`config.mk`:
```
export PLATFORM = sky130hd
export DESIGN_NAME = dmem_ctrl
export DESIGN_NICKNAME = d
export VERILOG_FILES = /design/src/rtl/dmem_pkg.sv /design/src/rtl/dmem_lane_align.sv /design/src/rtl/dmem_ctrl.sv
export SDC_FILE = /design/constraint.sdc
export NUM_CORES = 1
export LEC_CHECK = 0
export CAP_MARGIN = 20
export CORE_MARGIN = 4
export CORE_UTILIZATION = 48
export CTS_BUF_LIST = sky130_fd_sc_hd__clkbuf_8
export CTS_CLUSTER_SIZE = 30
export DETAILED_ROUTE_END_ITERATION = 8
export PLACE_DENSITY_LB_ADDON = 0.1
export SLEW_MARGIN = 20
export SYNTH_ARGS = -nofsm -noshare
export SYNTH_HDL_FRONTEND = slang
export SYNTH_SLANG_ARGS = --single-unit
```
`constraint.sdc`:
```
create_clock -name clock -period 3.7 [get_ports clock]
set_input_delay 0.37 -clock clock [delete_from_list [all_inputs] [get_ports clock]]
set_output_delay 0.37 -clock clock [all_outputs]
set_load 0.005 [all_outputs]
```
`src/rtl/dmem_pkg.sv`:
```
// Shared types and helpers for the data-memory controller: FSM states,
// access-size encoding, alignment test, byte enables and store lane replication.
package dmem_pkg;

    typedef enum logic [1:0] {
        IDLE = 2'd0,
        BUSY = 2'd1,
        DONE = 2'd2
    } state_t;

    typedef enum logic [1:0] {
        BYTE = 2'd0,
        HALF = 2'd1,
        WORD = 2'd2
    } size_t;

    // Byte wins if both size selects are raised.
    function automatic size_t decode_size(input logic byte_access, input logic half_word);
        if (byte_access) begin
            return BYTE;
        end else if (half_word) begin
            return HALF;
        end
        return WORD;
    endfunction

    // offset is addr[30:31]; offset[1] is the address LSB.
    function automatic logic is_aligned(input size_t size, input logic [0:1] offset);
        case (size)
            BYTE:    return 1'b1;
            HALF:    return (offset[1] == 1'b0);
            default: return (offset == 2'd0);
        endcase
    endfunction

    // Big-endian lanes: be[0] covers bits [0:7], the lowest-addressed byte.
    function automatic logic [0:3] calc_be(input size_t size, input logic [0:1] offset);
        case (size)
            BYTE: begin
                case (offset)
                    2'd0:    return 4'b1000;
                    2'd1:    return 4'b0100;
                    2'd2:    return 4'b0010;
                    default: return 4'b0001;
                endcase
            end
            HALF:    return offset[0] ? 4'b0011 : 4'b1100;
            default: return 4'b1111;
        endcase
    endfunction

    function automatic logic [0:31] lane_wdata(input size_t size, input logic [0:31] wdata);
        case (size)
            BYTE:    return {4{wdata[24:31]}};
            HALF:    return {2{wdata[16:31]}};
            default: return wdata;
        endcase
    endfunction

endpackage

```
`src/rtl/dmem_lane_align.sv`:
```
// Load-path lane extraction: picks the addressed byte or halfword out of the
// memory word, right-justifies it and zero- or sign-extends it.
module dmem_lane_align
    import dmem_pkg::*;
(
    input  logic [0:31] mem_rdata,
    input  logic [1:0]  size,
    input  logic [0:1]  offset,
    input  logic        sign_extend,
    output logic [0:31] data
);

    logic [0:7]  byte_lane;
    logic [0:15] half_lane;

    always_comb begin
        byte_lane = mem_rdata[24:31];
        case (offset)
            2'd0:    byte_lane = mem_rdata[0:7];
            2'd1:    byte_lane = mem_rdata[8:15];
            2'd2:    byte_lane = mem_rdata[16:23];
            default: byte_lane = mem_rdata[24:31];
        endcase

        half_lane = offset[0] ? mem_rdata[16:31] : mem_rdata[0:15];

        case (size)
            BYTE:    data = {{24{sign_extend & byte_lane[0]}}, byte_lane};
            HALF:    data = {{16{sign_extend & half_lane[0]}}, half_lane};
            default: data = mem_rdata;
        endcase
    end

endmodule

```
`src/rtl/dmem_ctrl.sv`:
```
// Processor data-memory access controller: IDLE/BUSY/DONE handshake with a
// word-wide backing memory, alignment checking and a bounded wait for mem_ready.
module dmem_ctrl
    import dmem_pkg::*;
#(
    parameter int MAX_WAIT = 15
) (
    input  logic        clock,
    input  logic        reset,
    input  logic        req_valid,
    input  logic [0:31] addr,
    input  logic        write_enable,
    input  logic        byte_access,
    input  logic        half_word,
    input  logic        sign_extend,
    input  logic [0:31] wdata,
    output logic [0:31] rdata,
    output logic        stall,
    output logic        err,
    output logic        mem_req,
    output logic        mem_we,
    output logic [0:29] mem_addr,
    output logic [0:3]  mem_be,
    output logic [0:31] mem_wdata,
    input  logic [0:31] mem_rdata,
    input  logic        mem_ready,
    output logic [1:0]  dbg_state
);

    // Handshake: the processor holds req_valid and its fields while stall=1;
    // the access completes on the DONE cycle (stall=0, rdata/err valid).
    // The memory side sees mem_req=1 with stable fields until mem_ready=1.

    localparam int CW = $clog2(MAX_WAIT + 1);

    state_t        state;
    state_t        state_next;
    logic [CW-1:0] wait_cnt;
    logic          timeout;

    size_t         req_size;
    logic [0:1]    req_offset;
    logic          req_aligned;

    size_t         size_q;
    logic [0:1]    offset_q;
    logic          sign_extend_q;
    logic [0:31]   load_data;

    assign req_size    = decode_size(byte_access, half_word);
    assign req_offset  = addr[30:31];
    assign req_aligned = is_aligned(req_size, req_offset);
    assign timeout     = !mem_ready && (wait_cnt == CW'(MAX_WAIT - 1));
    assign dbg_state   = state;

    dmem_lane_align u_lane_align (
        .mem_rdata   (mem_rdata),
        .size        (size_q),
        .offset      (offset_q),
        .sign_extend (sign_extend_q),
        .data        (load_data)
    );

    always_ff @(posedge clock) begin
        if (reset) begin
            state <= IDLE;
        end else begin
            state <= state_next;
        end
    end

    always_comb begin
        state_next = state;
        stall      = 1'b0;
        case (state)
            IDLE: begin
                stall = req_valid;
                if (req_valid) begin
                    state_next = req_aligned ? BUSY : DONE;
                end
            end
            BUSY: begin
                stall = 1'b1;
                if (mem_ready || timeout) begin
                    state_next = DONE;
                end
            end
            DONE:    state_next = IDLE;
            default: state_next = IDLE;
        endcase
    end

    always_ff @(posedge clock) begin
        if (reset) begin
            wait_cnt      <= '0;
            rdata         <= '0;
            err           <= 1'b0;
            mem_req       <= 1'b0;
            mem_we        <= 1'b0;
            mem_addr      <= '0;
            mem_be        <= '0;
            mem_wdata     <= '0;
            size_q        <= WORD;
            offset_q      <= '0;
            sign_extend_q <= 1'b0;
        end else begin
            case (state)
                IDLE: begin
                    if (req_valid && req_aligned) begin
                        wait_cnt      <= '0;
                        mem_req       <= 1'b1;
                        mem_we        <= write_enable;
                        mem_addr      <= addr[0:29];
                        mem_be        <= calc_be(req_size, req_offset);
                        mem_wdata     <= lane_wdata(req_size, wdata);
                        size_q        <= req_size;
                        offset_q      <= req_offset;
                        sign_extend_q <= sign_extend;
                    end else if (req_valid) begin
                        rdata <= '0;
                        err   <= 1'b1;
                    end
                end
                BUSY: begin
                    // mem_ready beats the timeout when both land on the same cycle.
                    if (mem_ready) begin
                        mem_req <= 1'b0;
                        err     <= 1'b0;
                        rdata   <= mem_we ? '0 : load_data;
                    end else begin
                        wait_cnt <= wait_cnt + 1'b1;
                        if (timeout) begin
                            mem_req <= 1'b0;
                            err     <= 1'b1;
                            rdata   <= '0;
                        end
                    end
                end
                default: ;
            endcase
        end
    end

endmodule
```
==> results.txt, run 1 <==
register area = 2242 µm²
Avg Cell Area, Syn = 8.706 µm²
post-synthesis mux area share = 6.969%
Syn Nets = 702
area taken by multi-input logic gates = 2654 µm²
Clock Skew = 12.58 ps
Syn Inst Count = 596
final net count = 871
final slew viol count = 0
setup TNS = 0 ps
share of cells above drive strength 1 = 6.364%
Flop pwr share = 49.1%
Post-Layout Cell Count = 906
drt first pass iters = 5
Post-Synth XOR/XNOR Area = 0.3376%
CTS buffer count = 9
post-route ant nets = 0
starting density of the core = 49.81%
critical path fanouts, max = 20
post-DP HPWL = 11,810 µm
Root Buffer = clkbuf_8
Max clock buf depth = 2
initial antenna violation count = 0
Worst-path clk slew = 110 ps
largest net degree at the start of global routing = 70
max cap viols = 0
Simple-Gate Fraction of Synth Area = 14.28%
power per standard cell area = 360.2 nW/µm²
Final min period = 2693 ps
synth warn = 0
gpl congestion = 0.8344
first-pass GRT wire length = 26,740 µm
RSZ-0062 raised after global routing = false
P_leak = 2.620 nW
Slew @ Worst Pin = 983.6 ps
Die W = 112.0 µm
wire per inst = 18.45 µm
vias in the first global route = 5,306
hold wc startpoint = reset
fin crit share = 72.79%
Final setup viols = 0
Clk Latency, worst-skew pair = 370 ps
Worst setup startpoint = offset_q[0]
PostCTS Resize Cnt = 0
antenna cells = 0
core area = 10,420 µm²
Routed WL = 16,720 µm
Post CTS Setup Buffer Count = 0
Setup CP Type = reg -> reg
Rel. slew slack = 34.34%
Row Count = 37
status = complete, no violations
Worst Path Arrival = 3010 ps
GR Overflow Total = 0
synthesized area = 5189 µm²
Filler cells = 829
Port Buf Inserts = 207
combinational share of power = 22.8%
FF-to-FF Start = offset_q[0]
DP Cell Count = 890
Net Sw Frac = 28.78%
final number of hold-violating endpoints = 0
Cell Int Power = 0.001919 W
clk sink count = 112
first-iteration detailed-routing DRC count = 503
Ports = 208
Startpoint Class = flip-flop
gr usage total = 25.56%
Crit. End Element = flip-flop
Compound-Gate Fraction of Synth Area = 28.57%
Min-Delay Path Class = in -> reg
distinct cell type count after synthesis = 46
Die H = 112.0 µm
clock group share of total power = 28.1%
maximum VDD drop = 0.2385 mV
via/cell ratio = 5.937
Max Freq = 371.3 MHz
H-tree depth = 3
Vias = 5,379
DRC viols = 0
post-synthesis sequential area ratio = 43.21%
flop and latch count out of synthesis = 112
largest family of logic cells by synthesized area = compound AO/OA/AOI/OAI gates
adder-cell area share of the yosys netlist = 0.4823%
Hold-fix buffers, CTS = 0
full die area = 12,540 µm²
WP data required = 4020 ps
CTS tree = built
NetSw = 0.0007756 W
synthesis-to-finish area growth = 44.18%
-- cell usage after synthesis (all sizes together) --
cell | number | area [µm²]
a211oi | 4 | 30.03
and4bb | 1 | 12.51
o21ai | 80 | 400.4
a21bo | 1 | 10.01
a21o | 2 | 15.01
inv | 17 | 63.81
dfxtp | 112 | 2242
mux2 | 1 | 11.26
nand4b | 2 | 17.52
a22o | 16 | 140.1
mux4 | 8 | 180.2
nor3b | 1 | 7.510
xor2 | 2 | 17.52
clkbuf | 52 | 195.2
a32o | 7 | 70.07
nand2 | 26 | 97.59
and2 | 1 | 6.260
nor2b | 1 | 6.260
a221oi | 1 | 8.760
o211ai | 1 | 7.510
a31oi | 2 | 27.53
nor2 | 15 | 56.30
o2bb2ai | 8 | 70.07
or2 | 3 | 18.77
o22ai | 9 | 56.30
a41oi | 1 | 27.53
o311ai | 1 | 8.760
mux2i | 17 | 170.2
or3 | 4 | 30.03
nor3 | 3 | 20.02
buf | 8 | 60.05
a221o | 8 | 80.08
ha | 2 | 25.02
nand2b | 33 | 206.5
nand3 | 51 | 255.2
nand4 | 1 | 6.260
a21oi | 78 | 390.4
a311oi | 16 | 140.1
-- path summary, 6_finish.rpt --
| kind | endpoint | slack, ps | depth (start not counted) |
|---|---|---|---|
| worst min register to register | err | 460 | 2 |
| worst min-delay path | size_q[0] | 370 | 2 |
| worst max-delay path | rdata[11] | 1010 | 4 |
| worst max register to register | rdata[11] | 1010 | 4 |
-- power by group through the flow --
| stage | Sequential [W] | Clock [W] | Combinational, W |
|---|---|---|---|
| 2_1_floorplan | 0.00134 | 0 | 0.000289 |
| 3_3_place_gp | 0.00135 | 0 | 0.000599 |
| 3_5_place_dp | 0.00135 | 0 | 0.000611 |
| 4_1_cts | 0.00132 | 0.000774 | 0.000614 |
| 5_1_grt | 0.00133 | 0.000814 | 0.000668 |
| 6_report | 0.00132 | 0.000757 | 0.000615 |
-- critical path, stage by stage, from the launching register on --
cell,delay [ps]
dfxtp_1,990
inv_1,390
or3_1,500
a41oi_4,530
a22o_1,220
-- registers in the layout, indices dropped and copies added (netlist names) --
register / cells
dbg_state: 2
mem_be: 4
mem_req: 1
sign_extend_q: 1
mem_wdata: 32
err: 1
mem_we: 1
size_q: 2
rdata: 32
mem_addr: 30
wait_cnt: 4
offset_q: 2
-- layout by cell type, fill, tap and decap left out, types with 9 or more instances in the layout --
cell and instances:
clkdlybuf4s50_1 206, clkbuf_8 9, inv_1 17, a21oi_1 77
buf_4 11, o21ai_0 73, a311oi_1 16, nand2_1 26
dfxtp_1 112, nand3_1 51, nand2b_1 33, nor2_1 15
a22o_1 16, mux2i_1 17
-- final cells by class --
type                    instances  area share (%)
well taps                     136           2.275
multi-input cells             407           35.47
clock buffers                   9           1.656
clock inverters                 7           1.037
flip-flops and latches        112           29.97
inverters                      17          0.8530
repair buffers                218           28.73
-- cells by family (layout without fill, tap and decap cells) --
| logic type | Yosys count | count (layout) |
|---|---|---|
| flops | 112 | 112 |
| simple gates | 142 | 142 |
| xor+xnor | 2 | 2 |
| fa+ha+maj | 2 | 2 |
| compound gates | 235 | 235 |
| buf+inv | 77 | 251 |
| mux | 26 | 26 |
-- per-layer routing --
layer	vias to the layer above	track usage [%]	share of wire (%)
met5	-	0	0
met3	26	7.880	9.4
met4	0	6.490	1.5
met2	251	42.29	48
li1	2519	-	-
met1	2583	32.67	41
-- metrics by stage --
| step | util (%) | power (W) | hold WS (ps) | setup WS [ps] | area, µm² |
|---|---|---|---|---|---|
| detailed placement | 69.89 | 0.001961 | 447.6 | 1085 | 7279 |
| finish | 71.82 | 0.002695 | 374.5 | 1007 | 7481 |
| global route | 71.82 | 0.002814 | 374.4 | 884.3 | 7481 |
| CTS | 71.82 | 0.002711 | 349.3 | 1055 | 7481 |
| floorplan | - | 0.001628 | 447.0 | 1986 | 5189 |
| global placement | 69.89 | 0.001946 | 442.5 | 1139 | 7279 |
No activity file was read; power rests on OpenSTA's default activity.
==> run 2: changes to the inputs <==
--- a/config.mk
+++ b/config.mk
@@ -7,7 +7,7 @@
 export LEC_CHECK = 0
 export CAP_MARGIN = 20
 export CORE_MARGIN = 4
-export CORE_UTILIZATION = 48
+export CORE_UTILIZATION = 45
 export CTS_BUF_LIST = sky130_fd_sc_hd__clkbuf_8
 export CTS_CLUSTER_SIZE = 30
 export DETAILED_ROUTE_END_ITERATION = 8
==> constraint.sdc (replaced) <==
create_clock -name clock -period 2.5 [get_ports clock]
set_input_delay 0.25 -clock clock [delete_from_list [all_inputs] [get_ports clock]]
set_output_delay 0.25 -clock clock [all_outputs]
set_load 0.005 [all_outputs]
==> run 2 against run 1 <==
Against the previous run: non-clock buffer count increased by 8; first-iteration DRC count decreased by 30%; critical path depth unchanged; cell count increased by 1.3%; power increased by 45%; sequential power increased by 47%; die area increased by 6.2%; clock power increased by 33%; maximum frequency increased by 38%; global-route usage decreased by 1.0 points; utilization decreased by 3.7 points; critical path type unchanged; highest routed layer unchanged.
==> results.txt, run 2 (synthesis results as in run 1) <==
GR Overflow Total = 0 (unchanged)
CTS buffer count = 9 (unchanged)
Die W = 115.4 µm (+3.0%)
final slew viol count = 0 (unchanged)
R2R Setup Slk = 540 ps (-470 ps)
Max Freq = 510.6 MHz (+38%)
clk sink count = 112 (unchanged)
Root Buffer = clkbuf_8
setup ws final = 541.4 ps (-465.2 ps)
grt met1 use = 31.58% (-1.1 points)
Crit. End Element = flip-flop
Hold-fix buffers, CTS = 0 (unchanged)
Clk Latency, worst-skew pair = 380 ps (about the same)
Filler cells = 942 (+14%)
biggest regs = mem_wdata (32), rdata (32), mem_addr (30)
Levels on crit path = 4 (unchanged)
post-route ant nets = 0 (unchanged)
Ports = 208 (unchanged)
Worst-path clk slew = 110 ps (about the same)
Rel. slew slack = 50.56% (+16 points)
drt first pass iters = 5 (unchanged)
P_leak = 2.647 nW (+1.0%)
max cap viols = 0 (unchanged)
DRC viols = 0 (unchanged)
Post-Place Worst Slack = 358.1 ps (-726.5 ps)
starting density of the core = 46.84% (-3.0 points)
Vias = 5,318 (-1.1%)
antenna cells = 0 (unchanged)
crit path cell chain = or2_1 -> or3_4 -> a41oi_4 -> a22o_1
most used routing layer = met2
via/cell ratio = 5.793 (-2.4%)
wire per inst = 18.03 µm (-2.3%)
FF-to-FF End = rdata[7]
Hold Crit Depth = 2 (unchanged)
PostCTS Resize Cnt = 0 (unchanged)
Clock Skew = 17.17 ps (+4.594 ps)
share of cells above drive strength 1 = 7.198% (+0.83 points)
post-DP HPWL = 11,870 µm (+0.46%)
initial antenna violation count = 0 (unchanged)
gr usage total = 24.53% (-1.0 points)
setup TNS = 0 ps (unchanged)
Port Buf Inserts = 207 (unchanged)
cell with the largest stage delay on the worst path = a41oi_4
first-pass GRT wire length = 26,280 µm (-1.7%)
Worst Path Arrival = 2270 ps (-740 ps)
CTS tree = built
largest incremental delay on the critical path = 530 ps (-460 ps)
power per standard cell area = 516.2 nW/µm² (+43%)
WP data required = 2810 ps (-1210 ps)
first-iteration detailed-routing DRC count = 354 (-30%)
hold wc startpoint = reset
delay-heaviest family, CP = simple AND/OR/NAND/NOR gates
Post-Layout Cell Count = 918 (+1.3%)
final net count = 879 (+0.92%)
Post CTS Setup Buffer Count = 0 (unchanged)
Setup CP Type = reg -> reg
GR Util met3 = 6.947% (-0.93 points)
Final min period = 1959 ps (-734.8 ps)
Worst Reg2Reg Path Length in Cells = 4 (unchanged)
Max clock buf depth = 2 (unchanged)
fin crit share = 78.34% (+5.5 points)
vias in the first global route = 5,241 (-1.2%)
gpl congestion = 0.8779 (+5.2%)
DP Cell Count = 902 (+1.3%)
most common cell after layout, fill and taps aside = clkdlybuf4s50_1
largest net degree at the start of global routing = 67 (-4.3%)
full die area = 13,310 µm² (+6.2%)
leading cell types in the layout, fill and taps excluded = clkdlybuf4s50_1 (206), dfxtp_1 (112), a21oi_1 (77)
synthesis-to-finish area growth = 45.50%
maximum VDD drop = 0.3685 mV (+55%)
routing usage on met2 = 39.70% (-2.6 points)
final number of hold-violating endpoints = 0 (unchanged)
WHS Endpoint = sign_extend_q
critical path fanouts, max = 16 (-20%)
Routed WL = 16,550 µm (-0.99%)
Startpoint Class = flip-flop
Slew @ Worst Pin = 738.8 ps (-244.8 ps)
Row Count = 38 (+2.7%)
status = complete, no violations
FF-to-FF Start = size_q[1]
crit path buf inv count = 0 (-1)
core area = 11,080 µm² (+6.4%)
Die H = 115.4 µm (+3.0%)
Final setup viols = 0 (unchanged)
Min-Delay Path Class = in -> reg
H-tree depth = 3 (unchanged)
RSZ-0062 raised after global routing = false
run 2: changes by cell type in the layout (fill, tap and decap cells not counted), sizes merged:
cell	change
inv	-2
clkinvlp	+3
buf	+8
bufinv	-1
run 2: layout make-up:
cell class	count	area, µm²	area share (%)
clock inverters	7	57.56	0.7623
repair buffers	226	2235	29.60
inverters	17	63.81	0.8452
flip-flops and latches	112	2242	29.70
multi-input cells	407	2653	35.13
well taps	140	175.2	2.320
clock buffers	9	123.9	1.641
run 2: stage by stage:
step | instance area [µm²] | total power [W] | hold slack (ps) | utilization, %
final | 7550 | 0.003897 | 369.9 | 68.15
after global routing | 7550 | 0.004095 | 361.4 | 68.15
after CTS | 7550 | 0.003941 | 330.3 | 68.15
after detailed placement | 7368 | 0.002921 | 442.5 | 66.51
after global placement | 7368 | 0.002904 | 445.1 | 66.51
after floorplan | 5189 | 0.002409 | 397.7 | -
run 2: worst max-delay path by stage:
stage | startpoint | endpoint | slack, ps
2_1_floorplan | offset_q[0] | rdata[17] | 790
3_3_place_gp | addr[30] | rdata[2] | 370
3_5_place_dp | addr[30] | rdata[3] | 360
4_1_cts | size_q[1] | rdata[7] | 520
5_1_grt | dbg_state[0] | stall | 430
6_report | size_q[1] | rdata[7] | 540
run 2: metal layers:
layer  part of all wire, %  vias up
li1                      -     2538
met5                     0        -
met2                    48      216
met4                   1.4        0
met1                    42     2544
met3                   8.9       20
run 2: where the power goes:
part / total, W / leakage, nW / internal [W] / switching (W)
sequential: 0.00194 / 0.914 / 0.00188 / 0.0000586
combinational: 0.000940 / 1.65 / 0.000495 / 0.000446
clock: 0.00101 / 0.0820 / 0.000372 / 0.000642
total: 0.00390 / 2.65 / 0.00275 / 0.00115
